## src/rtl/codec_init_pkg.sv

```systemverilog
// codec_init_pkg
//   Shared definitions for the codec register-initialisation sequencer:
//   the sequencer state encoding, the table-entry field layout and the two
//   reserved entry encodings (end marker and delay entry).
package codec_init_pkg;

  // Table entry layout: {reg[REG_W-1:0], val[VAL_W-1:0]}
  localparam int REG_W   = 7;
  localparam int VAL_W   = 9;
  localparam int ENTRY_W = REG_W + VAL_W;

  // A reg field of DLY_REG marks a delay entry; all-ones ends the table.
  localparam logic [ENTRY_W-1:0] END_MARK = 16'hFFFF;
  localparam logic [REG_W-1:0]   DLY_REG  = 7'h7F;

  typedef enum logic [3:0] {
    ST_PWRUP = 4'd0,
    ST_FETCH = 4'd1,
    ST_LOAD  = 4'd2,
    ST_SEND  = 4'd3,
    ST_WAIT  = 4'd4,
    ST_GAP   = 4'd5,
    ST_DELAY = 4'd6,
    ST_NEXT  = 4'd7,
    ST_DONE  = 4'd8,
    ST_ERROR = 4'd9
  } state_t;

  function automatic logic is_end(input logic [ENTRY_W-1:0] entry);
    return entry == END_MARK;
  endfunction

  function automatic logic is_delay(input logic [ENTRY_W-1:0] entry);
    return entry[ENTRY_W-1:VAL_W] == DLY_REG;
  endfunction

endpackage

```

## src/rtl/codec_init_seq_timer.sv

```systemverilog
// init_timer
//   Loadable down-counter shared by the power-up wait, the retry gap and the
//   delay entries. Loading N (N >= 1) produces a one-cycle Tc pulse in the
//   N-th cycle after the load edge, after which the timer goes idle.
//   Loading 0 leaves the timer idle.
// Ports:
//   Clk, Rst_n  : clock, asynchronous active-low reset
//   Load        : load Load_Val and start counting (has priority)
//   Load_Val    : number of cycles to count
//   Clr         : abandon the current count
//   Busy        : a count is in progress
//   Tc          : terminal-count pulse (last counted cycle)
module init_timer #(
  parameter int W = 16
) (
  input  logic         Clk,
  input  logic         Rst_n,
  input  logic         Load,
  input  logic [W-1:0] Load_Val,
  input  logic         Clr,
  output logic         Busy,
  output logic         Tc
);

  logic [W-1:0] count_q;
  logic         busy_q;

  always_ff @(posedge Clk or negedge Rst_n) begin
    if (!Rst_n) begin
      count_q <= '0;
      busy_q  <= 1'b0;
    end else if (Clr) begin
      count_q <= '0;
      busy_q  <= 1'b0;
    end else if (Load) begin
      count_q <= Load_Val;
      busy_q  <= (Load_Val != '0);
    end else if (busy_q) begin
      if (count_q == W'(1)) begin
        count_q <= '0;
        busy_q  <= 1'b0;
      end else begin
        count_q <= count_q - W'(1);
      end
    end
  end

  assign Busy = busy_q;
  assign Tc   = busy_q && (count_q == W'(1));

endmodule

```

## src/rtl/codec_init_seq.sv

```systemverilog
// codec_init_seq
//   Walks an external register table after power-up and writes every entry
//   to the codec through an external I2C master. Delay entries (reg 7'h7F)
//   pause the sequence, the all-ones entry ends it, NACKed writes are retried
//   after an idle gap, and an entry that keeps failing aborts the sequence.
// Ports:
//   Clk, Rst_n  : clock, asynchronous active-low reset
//   Reinit      : restart the table walk from index 0 (ignored in power-up)
//   Tbl_Idx     : table read index; Tbl_Data is valid one cycle later
//   Tbl_Data    : table entry {reg[6:0], val[8:0]}
//   Wr_Start    : one-cycle write request to the I2C master
//   Wr_Dev      : I2C 7-bit device address (constant)
//   Wr_Word     : frame to write
//   Wr_Done     : one-cycle completion pulse from the I2C master
//   Wr_Nack     : NACK flag, meaningful only together with Wr_Done
//   Init_Done   : table completed (held until Reinit/reset)
//   Init_Err    : sequence aborted (held until Reinit/reset)
//   Err_Idx     : index of the entry that failed
//   Dbg_State   : current sequencer state
//
// Write handshake: Wr_Start is high for exactly one cycle per attempt, with
// Wr_Word already stable; Wr_Word then stays stable until the master answers
// with a single Wr_Done pulse (Wr_Nack qualifies it). No new Wr_Start is
// issued before that Wr_Done, and a Wr_Done seen outside WAIT is ignored.
module codec_init_seq
  import codec_init_pkg::*;
#(
  parameter int unsigned PWRUP_CYC = 60000,
  parameter int unsigned NUM_REGS  = 32,
  parameter logic [6:0]  DEV_ADDR  = 7'h1A,
  parameter int unsigned MAX_RETRY = 3,
  parameter int unsigned RETRY_GAP = 1000,
  parameter int unsigned DLY_UNIT  = 1000
) (
  input  logic               Clk,
  input  logic               Rst_n,
  input  logic               Reinit,
  output logic [7:0]         Tbl_Idx,
  input  logic [ENTRY_W-1:0] Tbl_Data,
  output logic               Wr_Start,
  output logic [6:0]         Wr_Dev,
  output logic [ENTRY_W-1:0] Wr_Word,
  input  logic               Wr_Done,
  input  logic               Wr_Nack,
  output logic               Init_Done,
  output logic               Init_Err,
  output logic [7:0]         Err_Idx,
  output state_t             Dbg_State
);

  // The shared timer must hold the longest of the three waits; the delay
  // entry maximum is val=511.
  localparam int unsigned DLY_MAX = 511 * DLY_UNIT;
  localparam int unsigned T_A     = (DLY_MAX > PWRUP_CYC) ? DLY_MAX : PWRUP_CYC;
  localparam int unsigned T_MAX   = (T_A > RETRY_GAP) ? T_A : RETRY_GAP;
  localparam int          TW      = (T_MAX < 2) ? 2 : $clog2(T_MAX + 1);
  localparam int          RW      = (MAX_RETRY < 2) ? 1 : $clog2(MAX_RETRY + 1);

  // The timer is loaded on the first power-up cycle after reset release,
  // which is itself count 0, so it runs PWRUP_CYC-1 further cycles.
  localparam logic [TW-1:0] PWR_LOAD = (PWRUP_CYC > 1) ? TW'(PWRUP_CYC - 1) : TW'(1);
  localparam logic [TW-1:0] GAP_LOAD = (RETRY_GAP > 0) ? TW'(RETRY_GAP) : TW'(1);
  localparam logic [7:0]    LAST_IDX = 8'(NUM_REGS - 1);

  state_t             state_q, state_d;
  logic [7:0]         idx_q, idx_d;
  logic [RW-1:0]      retry_q, retry_d;
  logic [ENTRY_W-1:0] word_q, word_d;
  logic [7:0]         err_idx_q, err_idx_d;

  logic               tmr_load, tmr_clr, tmr_busy, tmr_tc;
  logic [TW-1:0]      tmr_val;
  logic [TW-1:0]      dly_cyc;

  init_timer #(
    .W (TW)
  ) u_timer (
    .Clk      (Clk),
    .Rst_n    (Rst_n),
    .Load     (tmr_load),
    .Load_Val (tmr_val),
    .Clr      (tmr_clr),
    .Busy     (tmr_busy),
    .Tc       (tmr_tc)
  );

  // Delay length of the entry currently on Tbl_Data; val==0 still waits one
  // cycle so DELAY always terminates through the timer.
  always_comb begin
    dly_cyc = TW'(Tbl_Data[VAL_W-1:0]) * TW'(DLY_UNIT);
    if (dly_cyc == '0) begin
      dly_cyc = TW'(1);
    end
  end

  always_ff @(posedge Clk or negedge Rst_n) begin
    if (!Rst_n) begin
      state_q   <= ST_PWRUP;
      idx_q     <= '0;
      retry_q   <= '0;
      word_q    <= '0;
      err_idx_q <= '0;
    end else begin
      state_q   <= state_d;
      idx_q     <= idx_d;
      retry_q   <= retry_d;
      word_q    <= word_d;
      err_idx_q <= err_idx_d;
    end
  end

  always_comb begin
    state_d   = state_q;
    idx_d     = idx_q;
    retry_d   = retry_q;
    word_d    = word_q;
    err_idx_d = err_idx_q;
    tmr_load  = 1'b0;
    tmr_val   = '0;
    tmr_clr   = 1'b0;

    // Reinit overrides everything (including a coincident Wr_Done) except
    // the power-up wait, which always runs to completion.
    if (Reinit && (state_q != ST_PWRUP)) begin
      state_d = ST_FETCH;
      idx_d   = '0;
      retry_d = '0;
      tmr_clr = 1'b1;
    end else begin
      unique case (state_q)
        ST_PWRUP: begin
          if (tmr_tc) begin
            state_d = ST_FETCH;
            idx_d   = '0;
          end else if (!tmr_busy) begin
            tmr_load = 1'b1;
            tmr_val  = PWR_LOAD;
          end
        end
        ST_FETCH: state_d = ST_LOAD;
        ST_LOAD: begin
          word_d = Tbl_Data;
          if (is_end(Tbl_Data)) begin
            state_d = ST_DONE;
          end else if (is_delay(Tbl_Data)) begin
            state_d  = ST_DELAY;
            tmr_load = 1'b1;
            tmr_val  = dly_cyc;
          end else begin
            state_d = ST_SEND;
          end
        end
        ST_SEND: state_d = ST_WAIT;
        ST_WAIT: begin
          if (Wr_Done) begin
            if (!Wr_Nack) begin
              state_d = ST_NEXT;
            end else if (retry_q < RW'(MAX_RETRY)) begin
              retry_d  = retry_q + 1'b1;
              state_d  = ST_GAP;
              tmr_load = 1'b1;
              tmr_val  = GAP_LOAD;
            end else begin
              state_d   = ST_ERROR;
              err_idx_d = idx_q;
            end
          end
        end
        ST_GAP: begin
          if (tmr_tc) begin
            state_d = ST_SEND;
          end
        end
        ST_DELAY: begin
          if (tmr_tc) begin
            state_d = ST_NEXT;
          end
        end
        ST_NEXT: begin
          retry_d = '0;
          if (idx_q == LAST_IDX) begin
            state_d = ST_DONE;
          end else begin
            idx_d   = idx_q + 8'd1;
            state_d = ST_FETCH;
          end
        end
        ST_DONE:  state_d = ST_DONE;
        ST_ERROR: state_d = ST_ERROR;
        default:  state_d = ST_PWRUP;
      endcase
    end
  end

  assign Tbl_Idx   = idx_q;
  assign Wr_Start  = (state_q == ST_SEND);
  assign Wr_Dev    = DEV_ADDR;
  assign Wr_Word   = word_q;
  assign Init_Done = (state_q == ST_DONE);
  assign Init_Err  = (state_q == ST_ERROR);
  assign Err_Idx   = err_idx_q;
  assign Dbg_State = state_q;

endmodule

```

## config.mk

```make
export PLATFORM = sky130hd
export DESIGN_NAME = codec_init_seq
export DESIGN_NICKNAME = d
export VERILOG_FILES = /design/src/rtl/codec_init_pkg.sv /design/src/rtl/codec_init_seq_timer.sv /design/src/rtl/codec_init_seq.sv
export SDC_FILE = /design/constraint.sdc
export NUM_CORES = 1
export LEC_CHECK = 0
export CAP_MARGIN = 20
export CORE_AREA = 4 4 103 105
export CTS_CLUSTER_SIZE = 28
export DETAILED_ROUTE_END_ITERATION = 16
export DIE_AREA = 0 0 107 109
export HOLD_SLACK_MARGIN = 0.15
export PLACE_DENSITY = 0.76
export SYNTH_ARGS = -nofsm -noshare
export SYNTH_HDL_FRONTEND = slang
export SYNTH_HIERARCHICAL = 1
export SYNTH_SLANG_ARGS = --single-unit
export TNS_END_PERCENT = 10
```

## constraint.sdc

```tcl
create_clock -name Clk -period 11.6 [get_ports Clk]
set_clock_uncertainty 0.15 [all_clocks]
set_input_delay 2.32 -clock Clk [delete_from_list [all_inputs] [get_ports Clk]]
set_output_delay 2.32 -clock Clk [all_outputs]
set_load 0.01 [all_outputs]
```

# Yosys cells after proc, flatten, opt, wreduce, memory -nomap -nowiden
# Cells that the tools add are included.
# op_classes
n_mul,1
eq_ne,20
order_cmp,1
muxes,48
bitwise_logic,2
reduce_logical,14
addsub,3
# op_table
cell,count
$mux W19,8
$pmux W19 S3,1
$pmux W4 S10,1
$mux W4,9
$mux W16,2
$mux W10,3
$mux W8,3
$ne A3 B3 Y1 const B,7
$eq A19 B1 Y1 const B,1
$logic_not A19 Y1,1
$reduce_bool A19 Y1,1
$sub A19 B1 Y19 const B,1
$eq A16 B16 Y1 const B,1
$eq A4 B3 Y1 const B,4
$mul A9 B7 Y16 const B,1
$pmux W8 S2,1
$mux W1,13
$reduce_bool A3 Y1,3
$add A8 B1 Y8 const B,1
$eq A4 B2 Y1 const B,2
$eq A4 B4 Y1 const B,2
$eq A8 B5 Y1 const B,1
$mux W2,4
$reduce_and A4 Y1,2
14 further kinds,16
# totals
output_inout_bits,46
reg_bits,58
wordCells,96
inputBits,21

# Depth between registers and ports, before layout
# Gate-level depths: netlist of the first run.
# logic_depth
word_depth,10
mapped_depth,18

# Hierarchy
# The synthesis of the first run kept the hierarchy.
# modules_own_cells
mod,instances,cells_each,seq_area_each_um2,area_each_um2
codec_init_seq,1,413,950.9,3856.2
init_timer,1,156,500.5,1372.6

# Worst setup path before layout of the first run
# No wires, ideal clock.
# synth_timing
kind,input to register
from,in Tbl_Data[1]
to,reg u_timer.busy_q (netlist: u_timer/Busy)
setup_slack_ns,4.704
n_path_buf,0
path_stages,17
required_ns,11.322
setup_ns,0.128
arrival_time_ns,6.619
path_cell_list,fa_1 inv_1 fa_1 fa_1 fa_1 inv_1 ha_1 o211a_1 a211oi_1 nor4b_1 a31oi_1 and2_1 o21ai_0 or4_1 nor4b_1 a41o_1 a21oi_1
# synth_via
elab_chain_cells,10
word_cells_on_any_way,14
# synth_rtl
item,line,source
"start, declared",codec_init_seq.sv:39,"input logic [ENTRY_W-1:0] Tbl_Data,"
$mul A9 B7 Y16,codec_init_seq.sv:90,dly_cyc = TW'(Tbl_Data[VAL_W-1:0]) * TW'(DLY_UNIT);
$logic_not A19 Y1,codec_init_seq.sv:91,if (dly_cyc == '0) begin
$mux W19,codec_init_seq.sv:91,
$mux W19,codec_init_seq.sv:145,end else if (is_delay(Tbl_Data)) begin
$mux W19 *,codec_init_seq.sv:143,if (is_end(Tbl_Data)) begin
$pmux W19 S3 *,codec_init_seq.sv:130,unique case (state_q)
$mux W19 *,codec_init_seq.sv:124,if (Reinit && (state_q != ST_PWRUP)) begin
net tmr_val[15],codec_init_seq.sv:72,logic [TW-1:0] tmr_val;
$reduce_bool A19 Y1 *,codec_init_seq_timer.sv:37,busy_q <= (Load_Val != '0);
$mux W1 *,codec_init_seq_timer.sv:35,end else if (Load) begin
$mux W1 *,codec_init_seq_timer.sv:32,end else if (Clr) begin
"end signal, assigned",codec_init_seq_timer.sv:37,
"end, declared",codec_init_seq_timer.sv:26,logic busy_q;
# Mark *: on every way through the listed nets, which the timed path passes. The rest lies on a longest branch.
# A chain may end at the register's enable or synchronous reset.

# Worst setup path in the final report of the first run
# layout_timing
from,in Tbl_Data[2]
to,reg u_timer.busy_q (netlist: u_timer/Busy)
# Same word-level chain as after synthesis.

==> qor.txt, run 1 <==
largest family of logic cells by synthesized area: adder cells
worst-margin pin slew: 990 ps
Boundary Pins: 67
core area: 9640 um^2
Die Height: 109 um
Starting Density: 54.2%
outcome: finished, final reports clean
yosys warns: 6
synth unique cells: 81
fin util: 62.5%
first-pass GRT wire length: 20,900 um
GRT Total Usage: 22.0%
hold crit path type: flop to flop
Hold EP: Err_Idx[1]
Cells after Synth: 569
Compound-Gate Fraction of Synth Area: 17.9%
Clk Latency, worst-skew pair: 330 ps
Post-synth EDFFs: 0
Synth Flop Type: dfrtp_1
max cap viols: 0
Critical Path End Type: flop
aggregate global routing overflow: 0
cell row count: 36
post-CTS setup buffer count: 0
pwr/cell area: 216 nW/um^2
drt wl/cell: 16.3 um
worst path required time: 11,660 ps
Crit Path Class: input pin to flop
maximum vdd drop: 0.128 mV
hold path startpoint: Err_Idx[1]
placed cell count: 737
TritonCTS clock tree: done
CP Launch Type: input pin
Setup TNS Final: 0 ps
r2r startpoint: u_timer/count_q[3]
Simple-Gate Fraction of Synth Area: 17.9%
hold depth: 1
Non-Filler Instances: 753
post-DP HPWL: 9360 um
CTS root buffer: clkbuf_8
commonest cells after routing, fill and taps aside: 58 x dfrtp_1, 58 x clkdlybuf4s50_1, 53 x inv_1
Via density: 5.79
fmax: 0.132 GHz
R2R Setup Slk: 6360 ps
sequential area share after synthesis: 27.8%
die width: 107 um
synthesized area per cell: 9.19 um^2
final setup vio count: 0
WL final: 12,300 um
r2r endpoint: u_timer/count_q[11]
# hold bufs at CTS: 0
Synth area leaders: dfrtp_1 28%, ha_1 11%, fa_1 9.6%, mux2_2 4.7%, o21ai_0 4.2%
leakage: 0.00273 uW
min Tclk post-route: 7570 ps
Crit Path Max Fanout: 7
Final period util: 65.3%
initial antenna violation count: 0
Yosys top cell by area: dfrtp_1
GP Congestion: 0.895
share of cells above drive strength 1: 9.68%
CTS HTree Levels: 3
post-synthesis adder-cell area fraction: 20.5%
number of remaining DRC errors: 0
clk buf depth: 2
FF+latch count, synth: 58
# port buffers: 59
Initial DRC Count: 422
Async SR Flop Fraction: 100%
largest net degree at the start of global routing: 59
Synth top area share: 27.8%
Hold Fails Final Rpt: 0
unrepaired setup endpoints after global routing: false
TritonRoute pass-1 iters: 5
max-slew violations: 0
CTS Buf Count: 9
post_cts resized: 0
Area growth, synth to finish: 15.3%
mux share of post-synthesis cell area: 6.13%
clk sinks: 58
vias post-DR: 4,363
xor and xnor area share after synthesis: 2.51%
mapped cell area: 5230 um^2
Critical Path Start: Tbl_Data[2]
R2R cell count: 10
number of global-route vias before repair: 4,328
Critical Path AT: 7630 ps
# nets final: 706
area of the die: 11,700 um^2
number of routed nets with antenna violations: 0
clk slew on worst S/H paths: 70 ps
slew margin rel.: 33.5%
n_diodes: 0
[layer usage]
layer  global-route usage (%)  routed length, um  vias to the layer above
met3                     4.97                761                       15
met4                     5.94                142                        0
li1                         -                  -                     2132
met2                     36.1               5860                      143
met1                     29.6               5520                     2073
met5                        0                  0                        -
[logic make-up (layout without fill, tap and decap cells)]
kind of cell / Yosys count / in the layout
simple gates: 169 / 169
compound gates: 140 / 140
buf+inv: 85 / 131
fa+ha+maj: 71 / 71
flops: 58 / 58
mux: 29 / 29
xor+xnor: 15 / 15
other cells: 2 / 7
[critical path, stage by stage]
cell and delay (ps):
clkdlybuf4s50_1 650, inv_1 110, fa_1 570, fa_1 440
fa_1 510, inv_1 50, fa_1 400, ha_1 360
a21o_1 240, a211oi_1 340, nor4b_1 110, a31oi_1 180
and2_1 150, o21ai_0 80, or4_1 540, nor4b_1 310
a41o_1 220, a21oi_1 50
[power breakdown]
group          internal, uW  switching, uW
clock network          83.2           88.3
registers               259           61.9
logic                   355            456
total                   697            606
[state kept, by name, indices dropped and copies added (netlist names)]
name             flops
u_timer/Busy         1
Err_Idx              8
Wr_Word             16
Tbl_Idx              8
retry_q              2
u_timer/count_q     19
Dbg_State            4
[through the flow]
stage / power (uW) / worst slack (ps) / hold slack, ps / cell area [um^2]
after floorplan: 919 / 4700 / 308 / 5250
after global placement: 1100 / 3830 / 324 / 5850
after detailed placement: 1120 / 3730 / 331 / 5850
after CTS: 1300 / 4070 / 343 / 6030
after global routing: 1420 / 3630 / 356 / 6030
final: 1300 / 4030 / 344 / 6030
[synth_stat cells, drive strengths merged (9+ instances only)]
cell type	count
a21oi	25
nand3	14
or3	9
mux2	24
nor2	45
nor3	11
nor4	10
ha	45
nand2	26
dfrtp	58
fa	25
o21ai	46
inv	54
buf	14
clkbuf	16
[final cells by class]
type,instances,area (um^2)
inverter,55,206
timing repair buffer,60,593
multi-input combinational,431,3430
clock buffer,10,138
fill,836,3610
sequential,58,1450
clock inverter,6,42.5
tap,133,166
[how the worst max path moves through the flow]
stage                               to  slack, ps  cells after the start
after detailed placement  u_timer/Busy       3730                     18
after CTS                 u_timer/Busy       4070                     18
after global placement    u_timer/Busy       3830                     18
after global routing      u_timer/Busy       3630                     18
final                     u_timer/Busy       4030                     18
after floorplan           u_timer/Busy       4700                     17
Note: power is estimated with default switching activity, not from simulation.
==> run 2, diff against run 1 <==
==> constraint.sdc (replaced) <==
create_clock -name Clk -period 7.7 [get_ports Clk]
set_clock_uncertainty 0.15 [all_clocks]
set_input_delay 1.54 -clock Clk [delete_from_list [all_inputs] [get_ports Clk]]
set_output_delay 1.54 -clock Clk [all_outputs]
set_load 0.01 [all_outputs]
==> qor.txt, run 2 (synthesis gave the netlist of run 1 again) <==
Layout fillers: 861
drt wl/cell: 16.7 um
Cell Chain, Critical Path: clkdlybuf4s50_1, inv_1, fa_1, fa_1, fa_1, inv_1, fa_1, ha_1, a21o_1, a211oi_1, nor4b_1, a31oi_1, and2_1, o21ai_0, or4_1, nor4b_1, a41o_1, a21oi_1
share of cells above drive strength 1: 9.82%
CTS Buf Count: 9
CTS root buffer: clkbuf_8
Top reg by flops: u_timer/count_q
hold depth: 1
Crit Path Class: input pin to flop
commonest cells after routing, fill and taps aside: 58 x dfrtp_1, 58 x clkdlybuf4s50_1, 53 x inv_1
Critical Path Start: Tbl_Data[2]
post-DP HPWL: 9540 um
hold crit path type: flop to flop
Area growth, synth to finish: 15.7%
placed cell count: 738
min Tclk post-route: 6760 ps
Critical Path AT: 6840 ps
Boundary Pins: 67
Die Height: 109 um
outcome: finished, final reports clean
worst-margin pin slew: 993 ps
post_cts resized: 0
number of global-route vias before repair: 4,419
Initial DRC Count: 374
max-slew violations: 0
number of routed nets with antenna violations: 0
core area: 9640 um^2
GRT Total Usage: 22.4%
Setup TNS Final: 0 ps
initial antenna violation count: 0
vias post-DR: 4,450
worst path required time: 7780 ps
clk sinks: 58
leakage: 0.00274 uW
Critical Path Most Common Cell: fa_1
# port buffers: 59
post-CTS setup buffer count: 0
die width: 107 um
WL final: 12,600 um
# nets final: 707
# hold bufs at CTS: 0
CP Launch Type: input pin
Via density: 5.90
cell area after layout: 6050 um^2
pwr/cell area: 329 nW/um^2
area of the die: 11,700 um^2
total power: 1990 uW
Critical Path End Type: flop
Crit Path Max Fanout: 7
max reg flops: 19
CTS HTree Levels: 3
Final period util: 87.8%
unrepaired setup endpoints after global routing: false
dpl cell area: 5860 um^2
Clk Latency, worst-skew pair: 350 ps
R2R cell count: 10
slew margin rel.: 33.3%
aggregate global routing overflow: 0
r2r startpoint: u_timer/count_q[4]
CP peak stage delay: 680 ps
max cap viols: 0
GP Congestion: 0.895
first-pass GRT wire length: 21,100 um
largest net degree at the start of global routing: 59
number of remaining DRC errors: 0
TritonRoute pass-1 iters: 5
Non-Filler Instances: 754
fmax: 0.148 GHz
n_diodes: 0
TritonCTS clock tree: done
maximum vdd drop: 0.192 mV
Hold Fails Final Rpt: 0
clk slew on worst S/H paths: 80 ps
cell row count: 36
Starting Density: 54.2%
clk buf depth: 2
Crit-path slowest cell: clkdlybuf4s50_1
hold path startpoint: Err_Idx[1]
final setup vio count: 0
==> run 2: critical path: cells and delay by family <==
| kind | cells | cell delay (ps) |
|---|---|---|
| AOI/OAI and AO/OA | 6 | 1090 |
| adders and majority gates | 5 | 2260 |
| buffers and inverters | 3 | 850 |
| and+or+nand+nor | 4 | 1090 |
==> run 2: worst paths after layout <==
kind	end	slack, ps
setup / recovery	u_timer/Busy	940
hold / removal	Err_Idx[1]	340
setup reg to reg	u_timer/count_q[11]	2460
hold reg to reg	Err_Idx[1]	340
max in group asynchronous	Wr_Word[14]	5710
min in group asynchronous	u_timer/count_q[12]	1190
==> run 2: layer usage <==
| layer | track usage [%] | part of all wire (%) | vias to the layer above |
|---|---|---|---|
| met5 | 0 | 0 | - |
| met4 | 7.76 | 1.9 | 0 |
| met3 | 5.33 | 6.3 | 28 |
| met2 | 36.9 | 49 | 167 |
| met1 | 29.1 | 43 | 2122 |
| li1 | - | - | 2133 |
==> run 2: per-stage QoR <==
stage / utilization [%] / setup slack, ps / hold WS, ps
3_3_place_gp: 60.7 / 710 / 324
6_report: 62.7 / 940 / 345
4_1_cts: 62.7 / 984 / 348
3_5_place_dp: 60.7 / 609 / 331
5_1_grt: 62.7 / 533 / 367
2_1_floorplan: - / 1580 / 308
==> run 2: power by group <==
group	leakage [uW]	switching (uW)	total (uW)	internal (uW)
logic	0.00188	688	1220	535
registers	0.000769	96.3	487	391
clock network	0.0000954	133	281	148
total	0.00274	917	1990	1070
==> run 2: cell type report <==
| class | instances | area [um^2] | share of cell area, % |
|---|---|---|---|
| inverter | 55 | 206 | 3.41 |
| multi-input combinational | 431 | 3430 | 56.7 |
| clock buffer | 9 | 124 | 2.05 |
| timing repair buffer | 61 | 601 | 9.93 |
| tap | 133 | 166 | 2.75 |
| sequential | 58 | 1450 | 24.0 |
| clock inverter | 7 | 68.8 | 1.14 |
